==> src/rtl/stream_decipher_pkg.sv <==
// Shared definitions for the stream_decipher block: FSM state encoding,
// bit positions within the uio control/status buses and default constants.
package stream_decipher_pkg;

   typedef enum logic [1:0] {
      NOKEY  = 2'd0,
      KEY_LO = 2'd1,
      READY  = 2'd2
   } state_t;

   // uio_in control bit positions
   localparam int STRB      = 0;
   localparam int KEY       = 1;
   localparam int RESYNC    = 2;
   localparam int VIEW      = 3;

   // uio_out status bit positions
   localparam int OUT_VALID = 4;
   localparam int LOCKED    = 5;
   localparam int KEY_HALF  = 6;
   localparam int ERR       = 7;

   localparam logic [15:0] DEF_TAPS = 16'hB400;
   localparam logic [15:0] DEF_SEED = 16'hACE1;

   // Upper nibble of uio is always driven as status outputs.
   localparam logic [7:0] UIO_OE = 8'hF0;

endpackage

==> src/rtl/stream_decipher_lfsr_keystream.sv <==
// Galois LFSR keystream generator. A load of an all-zero value is replaced
// by SEED_DEFAULT so the register can never lock up in the zero state.
module lfsr_keystream
   import stream_decipher_pkg::*;
#(
   parameter int                LFSR_W       = 16,
   parameter logic [LFSR_W-1:0] TAPS         = DEF_TAPS,
   parameter logic [LFSR_W-1:0] SEED_DEFAULT = DEF_SEED
) (
   input  logic              clk,
   input  logic              rst_n,
   input  logic              ena,
   input  logic              load,
   input  logic [LFSR_W-1:0] load_val,
   input  logic              step,
   output logic [LFSR_W-1:0] state
);

   // Load has priority over step; the register holds while ena is low.
   always_ff @(posedge clk or negedge rst_n) begin
      if (!rst_n) begin
         state <= SEED_DEFAULT;
      end else if (ena) begin
         if (load) begin
            state <= (load_val == '0) ? SEED_DEFAULT : load_val;
         end else if (step) begin
            state <= (state >> 1) ^ (state[0] ? TAPS : '0);
         end
      end
   end

endmodule

==> src/rtl/stream_decipher.sv <==
// stream_decipher: receive-side stream cipher. Strobed ciphertext bytes are
// XORed with a 16-bit Galois LFSR keystream after a two-byte key load.
// Optional feature macro: STREAM_DECIPHER_VIEW_EN (uio_in[3] selects the
// byte counter onto uo_out); when undefined the counter is not built.
module stream_decipher
   import stream_decipher_pkg::*;
#(
   parameter int                LFSR_W       = 16,
   parameter logic [LFSR_W-1:0] TAPS         = DEF_TAPS,
   parameter logic [LFSR_W-1:0] SEED_DEFAULT = DEF_SEED
) (
   input  logic       clk,
   input  logic       rst_n,
   input  logic       ena,
   input  logic [7:0] ui_in,
   input  logic [7:0] uio_in,
   output logic [7:0] uo_out,
   output logic [7:0] uio_out,
   output logic [7:0] uio_oe
);

   state_t            st, st_d;
   logic              strb_q, rs_q;
   logic              strb_p, rs_p;
   logic [LFSR_W-1:0] key_r, key_d;
   logic [7:0]        pt_r, pt_d;
   logic              err_r, err_d;
   logic              vld_r, vld_d;
   logic              locked_r, key_half_r;
   logic              lfsr_load, lfsr_step, cnt_clr, cnt_inc;
   logic [LFSR_W-1:0] lfsr_load_val;
   logic [LFSR_W-1:0] ks;
   logic              unused_bits;

   assign uio_oe = UIO_OE;

   // Edges only count while enabled, so a frozen history never fires.
   assign strb_p = ena & uio_in[STRB]   & ~strb_q;
   assign rs_p   = ena & uio_in[RESYNC] & ~rs_q;

   lfsr_keystream #(
      .LFSR_W       (LFSR_W),
      .TAPS         (TAPS),
      .SEED_DEFAULT (SEED_DEFAULT)
   ) u_lfsr (
      .clk      (clk),
      .rst_n    (rst_n),
      .ena      (ena),
      .load     (lfsr_load),
      .load_val (lfsr_load_val),
      .step     (lfsr_step),
      .state    (ks)
   );

   // Next-state decode; a resync edge pre-empts any simultaneous strobe.
   always_comb begin
      st_d          = st;
      key_d         = key_r;
      pt_d          = pt_r;
      err_d         = err_r;
      vld_d         = 1'b0;
      lfsr_load     = 1'b0;
      lfsr_load_val = key_r;
      lfsr_step     = 1'b0;
      cnt_clr       = 1'b0;
      cnt_inc       = 1'b0;
      if (rs_p) begin
         if (st == READY) begin
            lfsr_load = 1'b1;
            cnt_clr   = 1'b1;
         end else begin
            err_d = 1'b1;
         end
      end else if (strb_p) begin
         case (st)
            NOKEY: begin
               if (uio_in[KEY]) begin
                  key_d[15:8] = ui_in;
                  st_d        = KEY_LO;
               end else begin
                  err_d = 1'b1;
               end
            end
            KEY_LO: begin
               if (uio_in[KEY]) begin
                  key_d[7:0]    = ui_in;
                  lfsr_load     = 1'b1;
                  lfsr_load_val = {key_r[15:8], ui_in};
                  cnt_clr       = 1'b1;
                  st_d          = READY;
               end else begin
                  err_d = 1'b1;
               end
            end
            READY: begin
               if (uio_in[KEY]) begin
                  key_d[15:8] = ui_in;
                  st_d        = KEY_LO;
               end else begin
                  pt_d      = ui_in ^ ks[7:0];
                  lfsr_step = 1'b1;
                  cnt_inc   = 1'b1;
                  vld_d     = 1'b1;
               end
            end
            default: st_d = NOKEY;
         endcase
      end
   end

   // Control and output registers; everything holds while ena is low.
   always_ff @(posedge clk or negedge rst_n) begin
      if (!rst_n) begin
         st         <= NOKEY;
         strb_q     <= 1'b0;
         rs_q       <= 1'b0;
         key_r      <= '0;
         pt_r       <= '0;
         err_r      <= 1'b0;
         vld_r      <= 1'b0;
         locked_r   <= 1'b0;
         key_half_r <= 1'b0;
      end else if (ena) begin
         st         <= st_d;
         strb_q     <= uio_in[STRB];
         rs_q       <= uio_in[RESYNC];
         key_r      <= key_d;
         pt_r       <= pt_d;
         err_r      <= err_d;
         vld_r      <= vld_d;
         locked_r   <= (st_d == READY);
         key_half_r <= (st_d == KEY_LO);
      end else begin
         vld_r      <= 1'b0;
      end
   end

`ifdef STREAM_DECIPHER_VIEW_EN
   logic [7:0] cnt_r, cnt_d, uo_r;

   assign cnt_d = cnt_clr ? 8'd0 : (cnt_inc ? cnt_r + 8'd1 : cnt_r);

   // Byte counter (wraps silently) and the view-selected output register.
   always_ff @(posedge clk or negedge rst_n) begin
      if (!rst_n) begin
         cnt_r <= '0;
         uo_r  <= '0;
      end else if (ena) begin
         cnt_r <= cnt_d;
         uo_r  <= uio_in[VIEW] ? cnt_d : pt_d;
      end
   end

   assign uo_out = uo_r;
`else
   assign uo_out = pt_r;
`endif

   // Status bus assembly; low nibble is always zero.
   always_comb begin
      uio_out            = '0;
      uio_out[OUT_VALID] = vld_r;
      uio_out[LOCKED]    = locked_r;
      uio_out[KEY_HALF]  = key_half_r;
      uio_out[ERR]       = err_r;
   end

   assign unused_bits = ^{ks[LFSR_W-1:8], uio_in[7:4], uio_in[VIEW], cnt_clr, cnt_inc};

endmodule

==> config.mk <==
export PLATFORM = sky130hd
export DESIGN_NAME = stream_decipher
export DESIGN_NICKNAME = d
export VERILOG_FILES = /design/src/rtl/stream_decipher_pkg.sv /design/src/rtl/stream_decipher_lfsr_keystream.sv /design/src/rtl/stream_decipher.sv
export SDC_FILE = /design/constraint.sdc
export NUM_CORES = 1
export LEC_CHECK = 0
export BUFFER_PORTS_ARGS = -buffer_cell sky130_fd_sc_hd__buf_2
export CORE_MARGIN = 8
export CORE_UTILIZATION = 56
export DETAILED_ROUTE_END_ITERATION = 7
export PLACE_DENSITY_LB_ADDON = 0.2
export SETUP_SLACK_MARGIN = 0.5
export SLEW_MARGIN = 10
export SYNTH_ARGS = -nofsm -noshare
export SYNTH_HDL_FRONTEND = slang
export SYNTH_HIERARCHICAL = 1
export SYNTH_SLANG_ARGS = --single-unit
==> constraint.sdc <==
create_clock -name clk -period 3.7 [get_ports clk]
set_clock_uncertainty 0.15 [all_clocks]
set_input_delay 0.555 -clock clk [delete_from_list [all_inputs] [get_ports clk]]
set_output_delay 0.555 -clock clk [all_outputs]
set_load 0.01 [all_outputs]
==> impl_metrics.tcl, run 1 <==
set metrics [dict create \
    status "finished clean" \
    fin_crit_ps 2770 \
    hold_ws_ps 268 \
    finalMaxSlewViolations 0 \
    slew_headroom_pct 32.2 \
    grt.overflow.total 0 \
    syn-instance-count 212 \
    met2_length_microns 2300 \
    startpoint_type "flop" \
    hp-class "in -> async" \
    syn_avg_cell_area_sq_um 12.1 \
    yosysTopAreaCell "dfrtp_1" \
    die_w_microns 83.7 \
    clock.fmax_mhz 361 \
    maxCapViolCount 0 \
    syn_area_sq_um 2570 \
    switching_share_pct 32.8 \
    synth_top_area_share_pct 39.0 \
    grt_pass1_wl_microns 7860 \
    rsz0062_at_grt "false" \
    clock-sinks 48 \
    grt_max_degree 47 \
    final_net_count 255 \
    dr.pass1.iters 4 \
    tns_ps 0 \
    period_share_pct 74.8 \
    worstPathArrival_ps 2830 \
    final_cell_mix "dfrtp_1, mux2_2, buf_2, nand2_1" \
    cts_inserted_buffers 5 \
    rows 24 \
    r2r-start "st[1]" \
    io-pin-count 43 \
    critPathKind "reg -> reg" \
    final_common_cell "dfrtp_1" \
    grt_pass1_vias 1598 \
    setup_viol 0 \
    design.core.area_sq_um 4380 \
    hold_buffers 0 \
    post-cts-setup-buffer-count 0 \
    cts_resized 0 \
    antenna_left 0 \
    p_int_mw 1.28 \
    tightest_slew_ps 1020 \
    start_util_pct 58.5 \
    drive_gt1_share_pct 41.4 \
    gp_congestion 0.769 \
    crit_required_ps 3770 \
    route.met3.wl_microns 201 \
    startpoint "st[1]" \
    wire_per_inst_microns 16.4 \
    critical_path.max_fanout 10 \
    synth.area.top_cells "dfrtp_1, mux2_2, dfstp_2, buf_4, nor4_4" \
    cts-root-buf "clkbuf_8" \
    power_switching_mw 0.626 \
    htree_levels 2 \
    n_fill_cell 363 \
    die_h_microns 83.7 \
    track_usage_pct 13.6 \
    wl_met1_microns 2170 \
    layout_setup_ws_ps 933 \
    highest_layer "met4" \
    ys_ff_latch 48 \
    seqPwrFrac_pct 48.0 \
    routed_wl_microns 4730 \
    yosysWarnings 6 \
    synth.distinct_cells 34 \
    place_ws_ps 638 \
    endpoint_kind "flop" \
    dieArea_sq_um 7000 \
    tritoncts "done" \
    antenna_found_initial 0 \
    p_leak_nw 1.27 \
    drt_iter0_drc 97 \
    io_buffers 25 \
    path_clk_slew_ps 90 \
    seq_area_frac_synth_pct 47.2 \
    clkPwrFrac_pct 20.9 \
    insertedDiodeCount 0 \
    comb_power_share_pct 31.1 \
    vias 1570 \
    ir_worst_vdd_mv 0.387 \
    cts_buffer_depth 2 \
    syn_to_final_growth_pct 8.58 \
    routed_via_density 5.43 \
    hold_viol 0 \
    remaining_drc_errors 0 \
    p_per_area_nw_per_um2 684 \
    hpwlAfterDp_microns 3350 \
    clk_latency_ps 300 \
]
-- state kept, by name (all words and copies together), names as in the netlist --
| signal | flops |
|---|---|
| rs_q | 1 |
| key_half_r | 1 |
| vld_r | 1 |
| locked_r | 1 |
| err_r | 1 |
| strb_q | 1 |
| key_r | 16 |
| uo_out | 8 |
| st | 2 |
| u_lfsr/state | 16 |
-- power groups by stage --
stage          clock network, mW  logic (mW)  registers [mW]
4_1_cts                    0.407       0.603           0.919
3_5_place_dp                   0       0.599           0.928
3_3_place_gp                   0       0.581           0.919
5_1_grt                    0.425       0.648           0.948
2_1_floorplan                  0       0.474           0.902
6_report                   0.398       0.594           0.915
-- critical path: stages (launching register included) --
cell,delay [ps]
dfrtp_1,430
nand2b_2,230
or4_4,580
o21ai_1,470
nand2_1,210
a41oi_4,450
a22oi_1,160
-- per-stage QoR --
step	std cells	area (sq um)	power (mW)	utilization, %
2_1_floorplan	222	2600	1.38	-
3_3_place_gp	281	2670	1.50	60.8
3_5_place_dp	281	2670	1.53	60.8
4_1_cts	289	2790	1.93	63.6
5_1_grt	289	2790	2.02	63.6
6_report	289	2790	1.91	63.6
-- per-layer routing --
metal	GRT usage (%)	vias to the layer above
met5	0	-
met4	5.18	0
met3	3.81	5
met2	22.1	29
met1	16.7	779
li1	-	757
-- cell usage after synthesis --
library cell / n
inv_1: 12
and2b_4: 1
nand4b_1: 1
mux2i_1: 8
xor2_1: 11
nor4_4: 6
a41oi_4: 1
dfstp_2: 8
or4_4: 1
nor3_1: 8
buf_4: 18
mux2_2: 28
buf_6: 1
a21o_1: 1
o21a_1: 1
a211oi_2: 7
mux2_4: 2
buf_2: 4
or4b_2: 1
conb_1: 2
o21ai_2: 1
and2b_2: 1
dfrtp_1: 40
nand2_1: 13
a22oi_1: 1
o221a_2: 1
nor2_1: 10
nand2_2: 1
mux2_1: 3
o41ai_1: 2
nand2b_1: 3
nand2b_2: 1
o221ai_1: 1
o21ai_0: 12
-- path summary, 6_finish.rpt --
| kind | end | slack (ps) | cells after the start |
|---|---|---|---|
| hold / removal | err_r | 270 | 1 |
| setup / recovery | u_lfsr/state[15] | 930 | 6 |
| setup reg to reg | u_lfsr/state[15] | 930 | 6 |
| max in group asynchronous | u_lfsr/state[6] | 2410 | 2 |
| hold reg to reg | err_r | 310 | 1 |
| min in group clk | err_r | 310 | 1 |
-- final cells by class --
class / count / area, sq um / share of cell area (%)
inverters: 12 / 45.0 / 1.62
clock buffers: 6 / 82.6 / 2.96
multi-input cells: 139 / 1180 / 42.4
clock inverters: 2 / 38.8 / 1.39
well taps: 52 / 65.1 / 2.33
repair buffers: 30 / 163 / 5.84
flip-flops and latches: 48 / 1210 / 43.5
-- logic make-up (layout without fill, tap and decap cells) --
group           Yosys count  after routing  share of synthesized area (%)
simple gates             47             47                           13.1
flops                    48             48                           47.2
compound gates           28             28                           9.51
xor+xnor                 11             11                           3.75
buf+inv                  35             50                           8.24
other cells               2             12                          0.293
mux                      41             41                           17.9
Note: power is estimated with default switching activity, not from simulation.
==> run 2, diff against run 1 <==
Settings changed: CORE_UTILIZATION 56 to 50.
Clock period 3.7 ns to 2.27 ns, I/O delays scaled along.
==> impl_metrics.tcl, run 2 (synthesized netlist as in run 1, its figures left out) <==
set metrics [dict create \
    hp-start "uio_in[2]" \
    cpMostUsedCell "nor4_4" \
    n_fill_cell 384 \
    critPathKind "reg -> reg" \
    crit_required_ps 2350 \
    slew_headroom_pct 62.0 \
    fin_util_pct 65.3 \
    hold_ws_ps 153 \
    grt_max_degree 26 \
    cts_inserted_buffers 5 \
    remaining_drc_errors 0 \
    final_net_count 291 \
    tritoncts "done" \
    io-pin-count 43 \
    cts-root-buf "clkbuf_8" \
    final_cell_mix "dfrtp_1, mux2_4, buf_2, buf_4, buf_6" \
    io_buffers 25 \
    routed_via_density 5.20 \
    setup_viol 8 \
    hold_viol 0 \
    cp_slowest_stage_delay_ps 350 \
    gp_congestion 0.848 \
    ir_worst_vdd_mv 0.459 \
    fin_crit_ps 2510 \
    rr_endpoint "u_lfsr/state[11]" \
    endpoint_kind "flop" \
    path_clk_slew_ps 90 \
    grt_pass1_wl_microns 9100 \
    holdPathStages 2 \
    antenna_left 0 \
    htree_levels 2 \
    rows 26 \
    hp-class "in -> reg" \
    insertedDiodeCount 0 \
    antenna_found_initial 0 \
    critPathSlowestCell "dfrtp_1" \
    grt_pass1_vias 1810 \
    maxCapViolCount 0 \
    finalMaxSlewViolations 0 \
    r2r-start "rs_q" \
    grt.overflow.total 0 \
    violations "negative setup slack" \
    rsz0062_at_grt "true" \
    layout_setup_ws_ps -244 \
    fin_area_sq_um 3290 \
    wire_per_inst_microns 17.5 \
    clock.fmax_mhz 398 \
    die_h_microns 87.6 \
    vias 1785 \
    die_w_microns 87.6 \
    p_per_area_nw_per_um2 1040 \
    track_usage_pct 15.6 \
    clk_latency_ps 310 \
    dr.pass1.iters 4 \
    critical_path.max_fanout 4 \
    design.core.area_sq_um 5040 \
    tightest_slew_ps 569 \
    cp_cell_sequence "and2b_4 -> nor4_4 -> buf_4 -> mux2_4 -> nor4_4 -> a41oi_4 -> buf_6 -> a211oi_2" \
    p_leak_nw 1.55 \
    period_share_pct 111 \
    reg2reg_depth 8 \
    drive_gt1_share_pct 51.6 \
    place_area_sq_um 2850 \
    final_common_cell "dfrtp_1" \
    reg2reg_slack_ps -240 \
    startpoint_type "flop" \
    drt_iter0_drc 97 \
    worstPathArrival_ps 2590 \
    hpwlAfterDp_microns 3800 \
    startpoint "rs_q" \
    start_util_pct 50.9 \
    clock-sinks 48 \
    dieArea_sq_um 7680 \
    status "finished, violations left" \
    syn_to_final_growth_pct 28.4 \
    routed_wl_microns 5990 \
    min_to "rs_q" \
    cts_buffer_depth 2 \
]
==> run 2: cell types whose count changed in the layout (fill, tap and decap cells not counted), moves of 3 or more <==
cell and delta:
buf_4 +17, buf_6 +14, o21ai_0 -8, mux2_4 +23, mux2_1 -3, mux2_2 -20, o21ai_1 +7, o21ai_4 +3
==> run 2: worst max-delay path: cells and delay by family, from the launching register on <==
| family | cells | cell delay [ps] |
|---|---|---|
| flops | 1 | 350 |
| compound gates | 2 | 370 |
| mux | 1 | 330 |
| simple gates | 3 | 840 |
| buf+inv | 2 | 380 |
==> run 2: worst max-delay path by stage <==
stage | to | slack [ps] | depth (start not counted)
global placement | u_lfsr/state[7] | -300 | 7
finish | u_lfsr/state[11] | -240 | 8
global route | u_lfsr/state[6] | -360 | 9
floorplan | u_lfsr/state[0] | -220 | 7
detailed placement | u_lfsr/state[15] | -370 | 8
CTS | u_lfsr/state[10] | -220 | 8
==> run 2: cell type report <==
class | count | area, sq um | area share (%)
multi-input combinational | 140 | 1340 | 40.5
sequential | 48 | 1210 | 36.8
timing repair buffer | 65 | 508 | 15.4
tap | 70 | 87.6 | 2.66
clock buffer | 6 | 72.6 | 2.20
inverter | 12 | 45.0 | 1.37
clock inverter | 2 | 35.0 | 1.06
==> run 2: timing repair <==
item,in CTS,in global routing
pin swaps,5,6
cloned,2,2
setup buffers,9,5
endpoints found under the setup margin,25,38
hold endpoints to repair,21,0
gates resized for setup,31,29
hold buffers,1,0
==> run 2: report_power, final <==
group	leakage, nW	switching [mW]	total, mW	internal, mW
registers	0.597	0.289	1.51	1.22
logic	0.900	0.550	1.28	0.734
clock network	0.0552	0.297	0.624	0.327
total	1.55	1.14	3.42	2.28
==> run 2: per-stage QoR <==
| step | setup slack (ps) | std cells | total power [mW] | setup TNS, ps |
|---|---|---|---|---|
| finish | -244 | 343 | 3.42 | -1720 |
| global route | -357 | 343 | 3.62 | -2470 |
| detailed placement | -365 | 316 | 2.58 | -3660 |
| floorplan | -218 | 222 | 2.26 | -1740 |
| CTS | -224 | 336 | 3.32 | -1660 |
| global placement | -301 | 316 | 2.54 | -3150 |
==> run 2: per-layer routing <==
| metal | track usage [%] | share of wire, % | vias up |
|---|---|---|---|
| li1 | - | - | 834 |
| met1 | 19.6 | 45 | 894 |
| met2 | 25.1 | 47 | 42 |
| met3 | 4.32 | 5.0 | 15 |
| met4 | 5.31 | 2.5 | 0 |
| met5 | 0 | 0 | - |
==> run 3, diff against run 2 <==
Settings changed: RECOVER_POWER set to 100.
==> impl_metrics.tcl, run 3 (synthesized netlist as in run 1, its figures left out) <==
set metrics [dict create \
    dr.pass1.iters 4 \
    htree_levels 2 \
    r2r-start "rs_q" \
    p_per_area_nw_per_um2 1040 \
    die_h_microns 87.6 \
    ir_worst_vdd_mv 0.457 \
    track_usage_pct 15.6 \
    vias 1785 \
    routed_via_density 5.20 \
    n_fill_cell 400 \
    clock-sinks 48 \
    violations "negative setup slack" \
    hp-class "in -> reg" \
    power_mw 3.39 \
    routed_wl_microns 5970 \
    maxCapViolCount 0 \
    period_share_pct 111 \
    reg2reg_slack_ps -240 \
    finalMaxSlewViolations 0 \
    grt_pass1_vias 1810 \
    dieArea_sq_um 7680 \
    final_net_count 291 \
    slew_headroom_pct 14.2 \
    setup_viol 8 \
    clk_latency_ps 310 \
    cp_slowest_stage_delay_ps 350 \
    cp.depth 8 \
    tritoncts "done" \
    start_util_pct 50.9 \
    final_common_cell "dfrtp_1" \
    layout_setup_ws_ps -241 \
    hpwlAfterDp_microns 3800 \
    insertedDiodeCount 0 \
    critPathSlowestCell "dfrtp_1" \
    fin_area_sq_um 3260 \
    endpoint_kind "flop" \
    critical_path.max_fanout 4 \
    io-pin-count 43 \
    remaining_drc_errors 0 \
    cts_buffer_depth 2 \
    grt_pass1_wl_microns 9100 \
    crit_end "u_lfsr/state[11]" \
    clock.fmax_mhz 398 \
    reg2reg_depth 8 \
    fin_crit_ps 2510 \
    syn_to_final_growth_pct 27.0 \
    antenna_found_initial 0 \
    final_cell_mix "dfrtp_1, mux2_4, buf_4, clkbuf_1, buf_6" \
    cts_inserted_buffers 5 \
    hold_viol 0 \
    dp.cells 316 \
    finalNonFillerCells 343 \
    gp_congestion 0.848 \
    drive_gt1_share_pct 46.2 \
    place_area_sq_um 2850 \
    critPathKind "reg -> reg" \
    grt_max_degree 26 \
    cpMostUsedCell "nor4_4" \
    cp_cell_sequence "and2b_4 -> nor4_4 -> buf_4 -> mux2_4 -> nor4_4 -> a41oi_4 -> buf_6 -> a211oi_2" \
    holdPathStages 2 \
    design.core.area_sq_um 5040 \
    p_leak_nw 1.49 \
    rsz0062_at_grt "true" \
    place_ws_ps -365 \
    drt_iter0_drc 93 \
    path_clk_slew_ps 90 \
    tightest_slew_ps 1290 \
    antenna_left 0 \
    startpoint "rs_q" \
    status "finished, violations left" \
    die_w_microns 87.6 \
    crit_family "simple AND/OR/NAND/NOR gates" \
    rows 26 \
    io_buffers 25 \
    startpoint_type "flop" \
    cts-root-buf "clkbuf_8" \
    rr_endpoint "u_lfsr/state[11]" \
    critPathBufInv 2 \
    crit_required_ps 2350 \
    worstPathArrival_ps 2590 \
    wire_per_inst_microns 17.4 \
    grt.overflow.total 0 \
    tns_ps -1690 \
]
-- run 3: repair_timing --
item                                    in CTS  in global routing
gates cloned                                 2                  2
pin swaps                                    5                  6
resized for setup                           31                 29
hold buffers                                 1                  0
endpoints found under the setup margin      25                 38
buffers inserted                             9                  5
endpoints found under the hold margin       21                  0
-- run 3: how the worst min path moves through the flow --
stage,startpoint,end,slack (ps)
floorplan,rst_n,err_r,-110
global placement,rst_n,err_r,220
detailed placement,rst_n,err_r,220
CTS,uio_in[2],rs_q,140
global route,uio_in[2],rs_q,160
finish,uio_in[2],rs_q,150
-- run 3: through the flow --
step / hold slack [ps] / util (%)
after detailed placement: 217 / 56.6
after floorplan: -105 / -
after CTS: 144 / 62.6
after global routing: 159 / 64.6
final: 154 / 64.6
after global placement: 216 / 56.6
-- run 3: final cells by class --
type	instances	area (sq um)	area share (%)
multi-input cells	140	1340	41.0
flip-flops and latches	48	1210	37.2
inverters	12	45.0	1.38
repair buffers	65	472	14.5
well taps	70	87.6	2.69
clock inverters	2	35.0	1.08
clock buffers	6	72.6	2.23
-- run 3: power by group --
group	switching (mW)	leakage, nW	internal, mW
Sequential	0.291	0.597	1.22
Clock	0.296	0.0552	0.327
Combinational	0.548	0.840	0.706
Total	1.14	1.49	2.25
-- run 3: worst reg2reg max path, delay by kind of cell (launching register included) --
kind                   cells  cell delay, ps
and+or+nand+nor            3             840
buffers and inverters      2             380
AOI/OAI and AO/OA          2             370
DFF                        1             350
muxes                      1             330
-- run 3: metal layers --
metal	part of all wire (%)	global-route usage, %	vias to the layer above
li1	-	-	835
met3	5.0	4.32	15
met1	46	19.6	895
met5	0	0	-
met4	2.5	5.31	0
met2	47	25.1	40
